<file path="config.mk">
export PLATFORM = sky130hd
export DESIGN_NAME = instr_fetch_ctrl
export DESIGN_NICKNAME = d
export VERILOG_FILES = /design/src/rtl/instr_fetch_ctrl.sv
export SDC_FILE = /design/constraint.sdc
export NUM_CORES = 1
export LEC_CHECK = 0
export ABC_AREA = 0
export CAP_MARGIN = 0
export CELL_PAD_IN_SITES_DETAIL_PLACEMENT = 1
export CELL_PAD_IN_SITES_GLOBAL_PLACEMENT = 1
export CORE_MARGIN = 3
export CORE_UTILIZATION = 42
export CTS_CLUSTER_DIAMETER = 60
export DETAILED_ROUTE_END_ITERATION = 8
export GPL_TIMING_DRIVEN = 0
export PLACE_DENSITY = 0.87
export SETUP_SLACK_MARGIN = 0.05
export SYNTH_ARGS = -nofsm -noshare
export SYNTH_HDL_FRONTEND = slang
export SYNTH_SLANG_ARGS = --single-unit
</file>
<file path="constraint.sdc">
create_clock -name clk -period 7.9 [get_ports clk]
set_input_delay 1.58 -clock clk [delete_from_list [all_inputs] [get_ports clk]]
set_output_delay 1.58 -clock clk [all_outputs]
set_load 0.005 [all_outputs]
</file>
<file path="src/rtl/instr_fetch_ctrl.sv">
// instr_fetch_ctrl
// Sequences word-aligned instruction fetches onto a req/gnt/rvalid memory
// channel, keeps up to MAX_OUTSTANDING granted requests in flight and
// buffers returned instructions (with their addresses) in a FIFO_DEPTH
// prefetch FIFO that feeds decode over a valid/ready handshake.
//
// Ports
//   clk, rst                 rising-edge clock, synchronous active-high reset
//   boot_addr_i              start address, sampled while rst is high
//   fetch_en_i               allows new requests to be issued
//   redirect_i/_addr_i       one-cycle flush and restart at a new target
//   instr_req_o/_addr_o      request channel (held stable until granted)
//   instr_gnt_i              memory accepted the request
//   instr_rvalid_i/_rdata_i  in-order response channel
//   fetch_valid_o/_instr_o/_addr_o, fetch_ready_i   decode-side handshake
//   busy_o                   requests in flight, responses to drop, or draining
//
// state | meaning
// IDLE  | no request driven, waiting for fetch_en_i
// RUN   | issuing sequential requests whenever credit allows
// DRAIN | redirect arrived while a request was un-granted; hold it until
//       | granted, drop its response, then restart at the new target

module instr_fetch_ctrl #(
  parameter int FIFO_DEPTH      = 4,
  parameter int MAX_OUTSTANDING = 2
) (
  input  logic        clk,
  input  logic        rst,
  input  logic [31:0] boot_addr_i,
  input  logic        fetch_en_i,
  input  logic        redirect_i,
  input  logic [31:0] redirect_addr_i,
  output logic        instr_req_o,
  output logic [31:0] instr_addr_o,
  input  logic        instr_gnt_i,
  input  logic        instr_rvalid_i,
  input  logic [31:0] instr_rdata_i,
  output logic        fetch_valid_o,
  output logic [31:0] fetch_instr_o,
  output logic [31:0] fetch_addr_o,
  input  logic        fetch_ready_i,
  output logic        busy_o
);

  localparam int PW = $clog2(FIFO_DEPTH);
  localparam int CW = $clog2(FIFO_DEPTH + 1);
  localparam logic [CW:0]   DEPTH_W = (CW + 1)'(FIFO_DEPTH);
  localparam logic [CW-1:0] MAX_W   = CW'(MAX_OUTSTANDING);

  typedef enum logic [1:0] {IDLE, RUN, DRAIN} state_t;
  state_t state;

  logic [31:0]   pc, pc_n, redir_tgt;
  logic [CW-1:0] outst, outst_n, discard, discard_n, count, count_n, aq_wr_idx;
  logic [PW-1:0] rd_ptr, wr_ptr;
  logic          grant, hold, rv_ok, push, pop, dis_dec, dis_inc, credit_n;

  // addresses of granted requests, head = oldest
  logic [31:0] aq [MAX_OUTSTANDING];
  logic [31:0] fifo_instr [FIFO_DEPTH];
  logic [31:0] fifo_addr  [FIFO_DEPTH];

  logic unused_addr_lsbs;
  assign unused_addr_lsbs = ^{boot_addr_i[1:0], redirect_addr_i[1:0]};

  always_comb begin
    grant     = instr_req_o & instr_gnt_i;
    hold      = instr_req_o & ~instr_gnt_i;
    // a response with nothing in flight is a protocol error and is ignored
    rv_ok     = instr_rvalid_i & (outst != '0);
    pop       = fetch_valid_o & fetch_ready_i;
    push      = rv_ok & (discard == '0) & ~redirect_i;
    redir_tgt = {redirect_addr_i[31:2], 2'b00};
    aq_wr_idx = outst - CW'(rv_ok);

    outst_n = outst + CW'(grant) - CW'(rv_ok);
    count_n = redirect_i ? '0 : count + CW'(push) - CW'(pop);

    // the grant that ends DRAIN belongs to the old stream
    dis_dec   = rv_ok & (discard != '0);
    dis_inc   = grant & (state == DRAIN);
    discard_n = discard - CW'(dis_dec) + CW'(dis_inc);
    if (redirect_i) discard_n = outst_n;

    // in DRAIN pc already holds the redirect target
    pc_n = pc;
    if (grant && state != DRAIN) pc_n = pc + 32'd4;
    if (redirect_i) pc_n = redir_tgt;

    // credit evaluated on next-cycle occupancy so the registered request
    // never over-commits FIFO space
    credit_n = (outst_n < MAX_W) &&
               (({1'b0, outst_n} + {1'b0, count_n}) < DEPTH_W);
  end

  always_ff @(posedge clk) begin
    if (rst) begin
      state        <= IDLE;
      pc           <= {boot_addr_i[31:2], 2'b00};
      instr_req_o  <= 1'b0;
      instr_addr_o <= '0;
      outst        <= '0;
      discard      <= '0;
      count        <= '0;
      rd_ptr       <= '0;
      wr_ptr       <= '0;
      for (int i = 0; i < MAX_OUTSTANDING; i++) aq[i] <= '0;
      for (int i = 0; i < FIFO_DEPTH; i++) begin
        fifo_instr[i] <= '0;
        fifo_addr[i]  <= '0;
      end
    end else begin
      pc      <= pc_n;
      outst   <= outst_n;
      discard <= discard_n;
      count   <= count_n;

      case (state)
        IDLE: begin
          if (fetch_en_i) begin
            state       <= RUN;
            instr_req_o <= credit_n;
            if (credit_n) instr_addr_o <= pc_n;
          end else begin
            instr_req_o <= 1'b0;
          end
        end
        RUN: begin
          if (hold) begin
            // pending request stays on the bus, whatever else happens
            if (redirect_i) state <= DRAIN;
          end else if (!fetch_en_i) begin
            state       <= IDLE;
            instr_req_o <= 1'b0;
          end else begin
            instr_req_o <= credit_n;
            if (credit_n) instr_addr_o <= pc_n;
          end
        end
        DRAIN: begin
          if (!hold) begin
            if (fetch_en_i) begin
              state       <= RUN;
              instr_req_o <= credit_n;
              if (credit_n) instr_addr_o <= pc_n;
            end else begin
              state       <= IDLE;
              instr_req_o <= 1'b0;
            end
          end
        end
        default: begin
          state       <= IDLE;
          instr_req_o <= 1'b0;
        end
      endcase

      for (int i = 0; i < MAX_OUTSTANDING - 1; i++)
        if (rv_ok) aq[i] <= aq[i + 1];
      for (int i = 0; i < MAX_OUTSTANDING; i++)
        if (grant && aq_wr_idx == CW'(i)) aq[i] <= instr_addr_o;

      if (redirect_i) begin
        rd_ptr <= '0;
        wr_ptr <= '0;
      end else begin
        if (push) begin
          fifo_instr[wr_ptr] <= instr_rdata_i;
          fifo_addr[wr_ptr]  <= aq[0];
          wr_ptr             <= wr_ptr + PW'(1);
        end
        if (pop) rd_ptr <= rd_ptr + PW'(1);
      end
    end
  end

  assign fetch_valid_o = (count != '0);
  assign fetch_instr_o = fifo_instr[rd_ptr];
  assign fetch_addr_o  = fifo_addr[rd_ptr];
  assign busy_o        = (outst != '0) || (discard != '0) || (state == DRAIN);

endmodule

</file>
==> Yosys cells after proc, flatten, opt, wreduce, memory -nomap -nowiden <==
Memories as Yosys holds them, arrays and structs flattened. A register that Yosys moved wholly into a read port is not among the register bits.
Cells that the tools add are included.
{ "totals": {"register_bits": 80, "mem_bits_rw": 320, "output_inout_bits": 99, "mem_count": 3} }
{ "mem_list": {"columns": ["memory", "depth", "width", "rd", "rd_ports_with_merged_regs", "write_ports", "line_no", "rtl"], "rows": [
  ["fifo_addr", 4, 32, 1, 1, 4, "62", "logic [31:0] fifo_addr [FIFO_DEPTH];"],
  ["fifo_instr", 4, 32, 1, 1, 4, "61", "logic [31:0] fifo_instr [FIFO_DEPTH];"],
  ["aq", 2, 32, 2, 0, 2, "60", "logic [31:0] aq [MAX_OUTSTANDING];"]
]} }
{ "classes": {"add_sub_neg": 11, "n_lt_le_gt_ge": 2, "eq_ne": 9, "n_mux": 47, "bitwise": 13, "reduce_logical": 19} }
{ "op_table": {"columns": ["op", "count"], "rows": [
  ["32-bit two-way mux", 11],
  ["32-bit case mux with 2 select lines", 1],
  ["32-bit OR reduction", 2],
  ["32-bit by 3-bit adder with 32-bit output, second input constant", 1],
  ["2-bit two-way mux", 11],
  ["1-bit two-way mux", 20],
  ["3-bit by 1-bit subtractor with 3-bit output", 4],
  ["3-bit by 1-bit adder with 3-bit output", 3],
  ["3-bit nonzero test", 3],
  ["1-bit bitwise AND", 8],
  ["2-bit != test, second input constant", 4],
  ["3-bit zero test", 2],
  ["3-bit two-way mux", 2],
  ["3-bit != test, second input constant", 2],
  ["2-bit case mux with 3 select lines", 1],
  ["2-bit by 1-bit adder with 2-bit output, second input constant", 2],
  ["3-bit by 3-bit adder with 4-bit output", 1],
  ["1-bit logical AND", 4],
  ["4-bit by 3-bit less-than comparator with 1-bit output, second input constant", 1],
  ["4-bit AND reduction", 1],
  ["2-bit OR reduction", 2],
  ["3-bit by 1-bit == test with 1-bit output, second input constant", 1],
  ["3-bit by 2-bit less-than comparator with 1-bit output, second input constant", 1],
  ["1-bit OR", 3],
  ["8 further kinds", 10]
]} }

==> Longest topological paths before layout <==
Gate-level depths: netlist of run 1.
{ "depth": {"ltp_word": 14, "mapped_depth": 19, "mapped_depth_nobuf": 17} }

==> Worst setup path before layout of run 1 <==
OpenSTA, ideal clock, no wires.
{ "synth_timing": {"kind": "in2reg", "from": "in redirect_i", "to": "mem fifo_addr[1][0] (enable)", "setup_time_ns": 0.574, "arrival_time_ns": 6.909, "t_required_ns": 7.326, "setup_slack_ns": 0.417, "cell_stages": 4, "n_path_buf": 1, "cell_sequence": "clkbuf_1 -> nor3_1 -> nand2_1 -> o21ai_0"} }
{ "synth_rtl": {"columns": ["element", "line_no", "rtl"], "rows": [
  ["start: declaration", "32", "input logic redirect_i,"],
  ["end: declaration", "62", null]
]} }

==> Worst setup path in the final report of run 1 <==
{ "layout_timing": {"from": "in redirect_i", "to": "reg instr_addr_o[6]"} }
{ "layout_between": {"elab_chain_cells": 12} }
{ "layout_rtl": {"columns": ["element", "line_no", "rtl"], "rows": [
  ["1-bit NOT", "73", "push = rv_ok & (discard == '0) & ~redirect_i;"],
  ["1-bit bitwise AND", "73", null],
  ["3-bit by 1-bit adder with 3-bit output", "78", "count_n = redirect_i ? '0 : count + CW'(push) - CW'(pop);"],
  ["3-bit by 1-bit subtractor with 3-bit output", "78", null],
  ["3-bit two-way mux (*)", "78", null],
  ["named net count_n[2]", "55", "logic [CW-1:0] outst, outst_n, discard, discard_n, count, count_n, aq_wr_idx;"],
  ["3-bit by 3-bit adder with 4-bit output (*)", "94", "(({1'b0, outst_n} + {1'b0, count_n}) < DEPTH_W);"],
  ["4-bit by 3-bit less-than comparator with 1-bit output (*)", "94", null],
  ["1-bit logical AND (*)", "93", "credit_n = (outst_n < MAX_W) &&"],
  ["32-bit two-way mux (*)", "124, 138, 146", null],
  ["32-bit two-way mux (*)", "121", "if (fetch_en_i) begin"],
  ["32-bit two-way mux", "130", "if (hold) begin"],
  ["32-bit case mux with 2 select lines (*)", "119", "case (state)"],
  ["end signal: assignment", "124", "if (credit_n) instr_addr_o <= pc_n;"],
  ["end signal: assignment", "138", "if (credit_n) instr_addr_o <= pc_n;"],
  ["end signal: assignment", "146", "if (credit_n) instr_addr_o <= pc_n;"],
  ["end: declaration", "35", "output logic [31:0] instr_addr_o,"]
]} }
Mark *: on every way through the listed nets, which the timed path passes. The rest lies on a longest branch. The select of a mux whose other input is x is not followed.
A chain may end at the register's enable or synchronous reset.

==> results of run 1 <==
==> cell families after synthesis <==
| kind of cell | count (synthesis) |
|---|---|
| simple gates | 580 |
| flops | 402 |
| compound gates | 145 |
| buf+inv | 113 |
| mux | 74 |
| xor+xnor | 23 |
| fa+ha+maj | 18 |
==> synth_stat cells, drive strengths merged, types with 2 or more instances <==
cell type	count
nand3b	2
nor4b	4
o41ai	2
nand2b	13
a31o	5
a21o	2
a22o	6
o31a	5
a21oi	45
mux4	64
ha	15
o211ai	3
mux2i	10
edfxtp	320
nand4	11
o31ai	9
clkbuf	76
and2	236
o21ai	44
a31oi	2
inv	19
and4	5
nand4b	3
o21a	8
or2	3
and3	73
or4	3
o311ai	4
fa	3
o22a	2
xnor2	10
nor4	11
nor2	33
nand2	122
buf	17
dfxtp	82
or3	5
nor2b	8
nor3b	2
nor3	12
o22ai	3
xor2	13
a211oi	3
nand3	32
==> registers in the layout, indices dropped and copies added, names as in the netlist, named ones only <==
name          count
discard           3
wr_ptr            2
state             2
instr_addr_o     32
fifo_instr      128
aq               64
instr_req_o       1
rd_ptr            2
fifo_addr       128
outst             3
count             3
pc               32
==> power groups by stage <==
stage                     Clock, mW  Sequential [mW]  Combinational, mW
after global placement            0             2.79               1.06
after detailed placement          0             2.81               1.12
after global routing           2.11             2.80               1.22
final                          2.01             2.77               1.13
after floorplan                   0             2.72              0.550
after CTS                      2.03             2.77               1.13
==> cell type report <==
class / instances / share of cell area
plain buffers: 93 / 0.0170
clock buffers: 62 / 0.0552
clock inverters: 15 / 0.00777
inverters: 20 / 0.00340
multi-input cells: 840 / 0.281
flip-flops and latches: 402 / 0.510
well taps: 532 / 0.0302
repair buffers: 202 / 0.0958
==> metrics by stage <==
step	worst slack, ps	utilization
finish	1380	0.533
CTS	1380	0.533
global placement	-3800	0.495
global route	1100	0.533
floorplan	417	-
detailed placement	881	0.499
==> worst max-delay path, cell delays in order <==
cell and delay, ps:
clkdlybuf4s50_1 480, clkbuf_1 300, nor3_1 830, inv_1 120, ha_1 320, inv_1 60
ha_1 130, inv_1 50, fa_1 380, xor2_1 170, xnor2_1 230, nor2_1 70
ha_1 290, nor4b_1 250, nand4_1 140, nor2_1 570, clkbuf_1 520, o211ai_1 290
a21oi_1 200
==> metal layers <==
metal	vias up	routed length (microns)	GRT usage
met5	-	0	0
met4	0	1210	0.0617
met3	87	3090	0.0384
met2	420	27700	0.429
met1	6156	20500	0.280
li1	5472	-	-
==> worst paths after layout <==
check	from	to	cells after the start
max	redirect_i	instr_addr_o[6]	19
min	pc[1]	pc[1]	1
max reg2reg	discard[1]	instr_addr_o[6]	18
min reg2reg	pc[1]	pc[1]	1
==> impl_results.md, run 1 <==
* Hold crit path type: reg2reg
* Nets at 1,723
* Synth Flop Type: edfxtp_1
* Initial Util at 0.431
* Post-CTS setup buffer count at 0
* ANT cells at 0
* Placed cell area at 20,700 sq um
* Clk_lat worst skew at 560 ps
* Routed wire length per instance at 24.2 microns
* Highest-count cells in the layout ignoring fill and taps: 320 x edfxtp_1, 236 x and2_1, 196 x clkdlybuf4s50_1
* DP Wirelength at 36,900 microns
* RSZ-0062 raised after global routing: false
* Pin count of the biggest net entering global routing at 58
* Post-synthesis mux area share at 0.0864
* Drt first-iter violations at 1,016
* Die area at 45,000 sq um
* Total GRT Usage at 0.232
* Sw frac at 0.280
* CP required at 8360 ps
* Sum Neg Setup Slack at 0 ps
* Seq/Total Area, Yosys at 0.630
* Compound-Gate Fraction of Synth Area at 0.0498
* Layout cells sized above 1 at 0.0979
* Root buffer cell: clkbuf_16
* Gpl congestion at 0.936
* Initial antenna violation count at 0
* Sequential Power Share at 0.469
* Synth top area share at 0.538
* Pwr Density at 268 nW/um^2
* Largest fanout on the critical path at 10
* Startpoint Class: primary input
* Worst reg2reg setup slack at 2440 ps
* CP arrival at 6980 ps
* Logic gate share of total power at 0.191
* Final non-filler cell total at 2,166
* Clock Power Share at 0.340
* Endpoint class of the critical path: register
* Post-Route WL at 52,500 microns
* TritonCTS clock tree: built
* FP Rows at 74
* CTS H-Tree Depth at 2
* Psw at 1.65 mW
* Clock Tree Buf Depth at 3
* # fillers at 4,131
* Antenna viol nets, final at 0
* Synth area leader: edfxtp_1
* Final period util at 0.825
* Residual DRC at 0
* Number of synthesized flops with an enable pin at 320
* Post-route design area at 22,100 sq um
* Synth Warn # at 0
* Largest family of logic cells by synthesized area: simple AND/OR/NAND/NOR gates
* Die Y at 212 microns
* Post-Syn Area at 17,800 sq um
* Max Cap Viol at 0
* Syn Inst Count at 1,355
* Status: completed
* Via Count at 12.1k
* Critical path type: in2reg
* Hold Buf Count CTS at 0
* Max Slew Vio Count at 0
* CTS Buf Count at 43
* Post-CTS Resized at 0
* Clock Pin Slew Worst Setup and Hold Paths at 60 ps
* Vias/cell at 5.60
* Core ar. at 41,400 sq um
* Detailed Routing Iterations Pass 1 at 4
* Max frequency at 0.153 GHz
* Final setup fails at 0
* Total power at 5.90 mW
* Area contributors post-synth: edfxtp_1 54%, dfxtp_1 9.2%, and2_1 8.3%
* Commonest non-fill, non-tap cell in the layout: edfxtp_1
* Area of the multi-input gates at 6190 sq um
* First-pass GRT wire length at 79,300 microns
* Register Area at 11,300 sq um
* Pint at 4.25 mW
* Synth async-reset ratio at 0
* Adder-Cell Fraction of Synth Area at 0.0139
* Synth Area in Simple Gates at 0.183
* WHS at 481 ps
* Peak supply drop at 0.000155 V
* Max-slew headroom at 0.130
* CTS Sinks at 402
* Min cycle time layout at 6520 ps
* Count of cell types in the netlist at 60
* Post-synthesis register bit count at 402
* Placed Cells at 2,089
* Synthesized Nets at 1,476
* Chip width at 212 microns
* Average cell area after synthesis at 13.2 sq um
* Xor and xnor fraction of the mapped netlist area at 0.0113
* P_leak at 8.19 nW
* Final hold vios at 0
* Vias in the first global route at 13.3k
* Clock Skew at 22.3 ps
* IO Count at 202
* Grt ovf at 0
* Syn-to-layout area delta at 23.6%
* Input/output buffers at 196
* Worst-margin pin slew at 1300 ps
Power figures use the tool's default switching activity.
==> inputs of run 2 (changes only) <==
--- a/config.mk
+++ b/config.mk
@@ -10,11 +10,11 @@
 export CELL_PAD_IN_SITES_DETAIL_PLACEMENT = 1
 export CELL_PAD_IN_SITES_GLOBAL_PLACEMENT = 1
 export CORE_MARGIN = 3
-export CORE_UTILIZATION = 42
+export CORE_UTILIZATION = 46
 export CTS_CLUSTER_DIAMETER = 60
 export DETAILED_ROUTE_END_ITERATION = 8
 export GPL_TIMING_DRIVEN = 0
-export PLACE_DENSITY = 0.87
+export PLACE_DENSITY = 0.9
 export SETUP_SLACK_MARGIN = 0.05
 export SYNTH_ARGS = -nofsm -noshare
 export SYNTH_HDL_FRONTEND = slang
==> constraint.sdc (replaced) <==
create_clock -name clk -period 6 [get_ports clk]
set_input_delay 1.2 -clock clk [delete_from_list [all_inputs] [get_ports clk]]
set_output_delay 1.2 -clock clk [all_outputs]
set_load 0.005 [all_outputs]
==> run 2 against run 1 <==
Effect of this change:
- total power grew 27%
- critical path depth did not move
- clock skew fell by 11 ps
- register-to-register slack got worse by 1800 ps
- setup slack worse by 1000 ps
- non-clock buffer count unchanged
- largest power group unchanged
- sequential power grew 32%
- sequential share of layout area up 0.43 points
- count of clock-buffer cells in the layout is 4 lower
==> impl_results.md, run 2 (same netlist as run 1, synthesis figures left out) <==
* Pwr Density at 344 nW/um^2
* Final setup fails at 0
* CP required at 6460 ps
* TritonCTS clock tree: built
* Pin count of the biggest net entering global routing at 50
* # fillers at 3,799
* Startpoint Class: primary input
* Commonest non-fill, non-tap cell in the layout: edfxtp_1
* Vias in the first global route at 13.4k
* Highest-count cells in the layout ignoring fill and taps: 320 x edfxtp_1, 236 x and2_1, 196 x clkdlybuf4s50_1
* Crit-path max cell delay at 480 ps
* Largest registers: fifo_addr: 128 flops, fifo_instr: 128 flops, aq: 64 flops
* Input/output buffers at 196
* Die area at 41,200 sq um
* Die Y at 203 microns
* Chip width at 203 microns
* Max Slew Vio Count at 0
* Clock Pin Slew Worst Setup and Hold Paths at 60 ps
* CTS Buf Count at 42
* Worst-margin pin slew at 1020 ps
* CTS Sinks at 402
* Nets at 1,722
* Via Count at 12.1k
* Initial antenna violation count at 0
* Min cycle time layout at 5630 ps
* Gpl congestion at 0.906
* Drt first-iter violations at 840
* Routed wire length per instance at 24.5 microns
* Residual DRC at 0
* Core ar. at 37,900 sq um
* Status: completed
* Final period util at 0.938
* Register Area at 11,300 sq um
* Largest fanout on the critical path at 10
* Post-Route WL at 52,500 microns
* Total GRT Usage at 0.253
* Clk_lat worst skew at 540 ps
* Placed cell area at 20,600 sq um
* Initial Util at 0.470
* Post-route design area at 21,900 sq um
* DP Wirelength at 37,600 microns
* CP arrival at 6090 ps
* Grt ovf at 0
* Final setup margin at 369 ps
* Crit-path slowest cell: clkbuf_1
* Buf/Inv on CP at 6
* Post-CTS setup buffer count at 0
* Peak supply drop at 0.000174 V
* CP delay by family, top: buffers and inverters
* Area of the multi-input gates at 6200 sq um
* Root buffer cell: clkbuf_16
* Max Cap Viol at 0
* Vias/cell at 5.64
* RSZ-0062 raised after global routing: false
* Layout cells sized above 1 at 0.0944
* IO Count at 202
* Endpoint class of the critical path: register
* Max frequency at 0.178 GHz
* Detailed Routing Iterations Pass 1 at 5
* Antenna viol nets, final at 0
* Final hold vios at 0
* P_leak at 8.11 nW
* Post-Place Setup Slack at -808 ps
* Total power at 7.52 mW
* Clock Tree Buf Depth at 3
* Hold crit path type: reg2reg
* Clock Skew at 11.7 ps
* FP Rows at 71
* CTS H-Tree Depth at 2
* Critical path type: in2reg
* Max-slew headroom at 0.316
* Crit path cell chain: clkdlybuf4s50_1 > clkbuf_1 > nor3_4 > inv_1 > ha_1 > inv_1 > ha_1 > inv_1 > fa_1 > xor2_1 > xnor2_1 > nor2_1 > ha_1 > nor4b_1 > nand4_1 > nor2_2 > clkbuf_1 > o21ai_0 > a21oi_1
* Syn-to-layout area delta at 22.5%
* First-pass GRT wire length at 79,900 microns
==> run 2: cell count changes in the layout (fill, tap and decap cells not counted), moves of 2 or more <==
cell	change
clkbuf_1	+3
clkbuf_8	-7
bufinv_16	-3
clkinv_1	+3
clkinv_2	+3
clkinv_8	-2
==> run 2: path summary, 6_finish.rpt <==
kind	start	endpoint	slack, ps	cells after the start
max reg2reg	outst[2]	instr_addr_o[4]	650	15
min	pc[0]	pc[0]	470	1
max	redirect_i	instr_addr_o[4]	370	19
min reg2reg	pc[0]	pc[0]	470	1
==> run 2: stage by stage <==
step                      hold WS, ps  utilization  cells  TNS, ps
after global placement            441        0.539   2062  -184790
after CTS                         474        0.575   2142        0
final                             470        0.577   2144        0
after global routing              486        0.576   2143        0
after floorplan                   429            -   1355        0
after detailed placement          456        0.543   2067   -16200
==> run 2: report_power, final <==
group          internal [mW]  total (mW)  leakage [nW]  switching (mW)
registers               3.37        3.65          4.00           0.282
logic                  0.688        1.49          3.51           0.805
clock network           1.32        2.38         0.597            1.06
==> run 2: cell type report <==
cell class                 instances  area share
buffer                            93      0.0171
multi-input combinational        840       0.283
sequential                       402       0.514
timing repair buffer             202      0.0966
clock buffer                      58      0.0518
inverter                          20     0.00343
clock inverter                    17     0.00383
antenna                            1    0.000114
tap                              511      0.0292
==> run 2: routing by layer <==
layer	vias up	global-route usage	share of wire
met5	-	0	0
met4	0	0.0765	0.028
met3	92	0.0425	0.062
met2	460	0.454	0.52
met1	6089	0.314	0.39
li1	5456	-	-
==> run 2: timing repair <==
| item | CTS | global route |
|---|---|---|
| hold buffers | 0 | 0 |
| endpoints found under the setup margin | 8 | 5 |
| resized for setup | 1 | 2 |
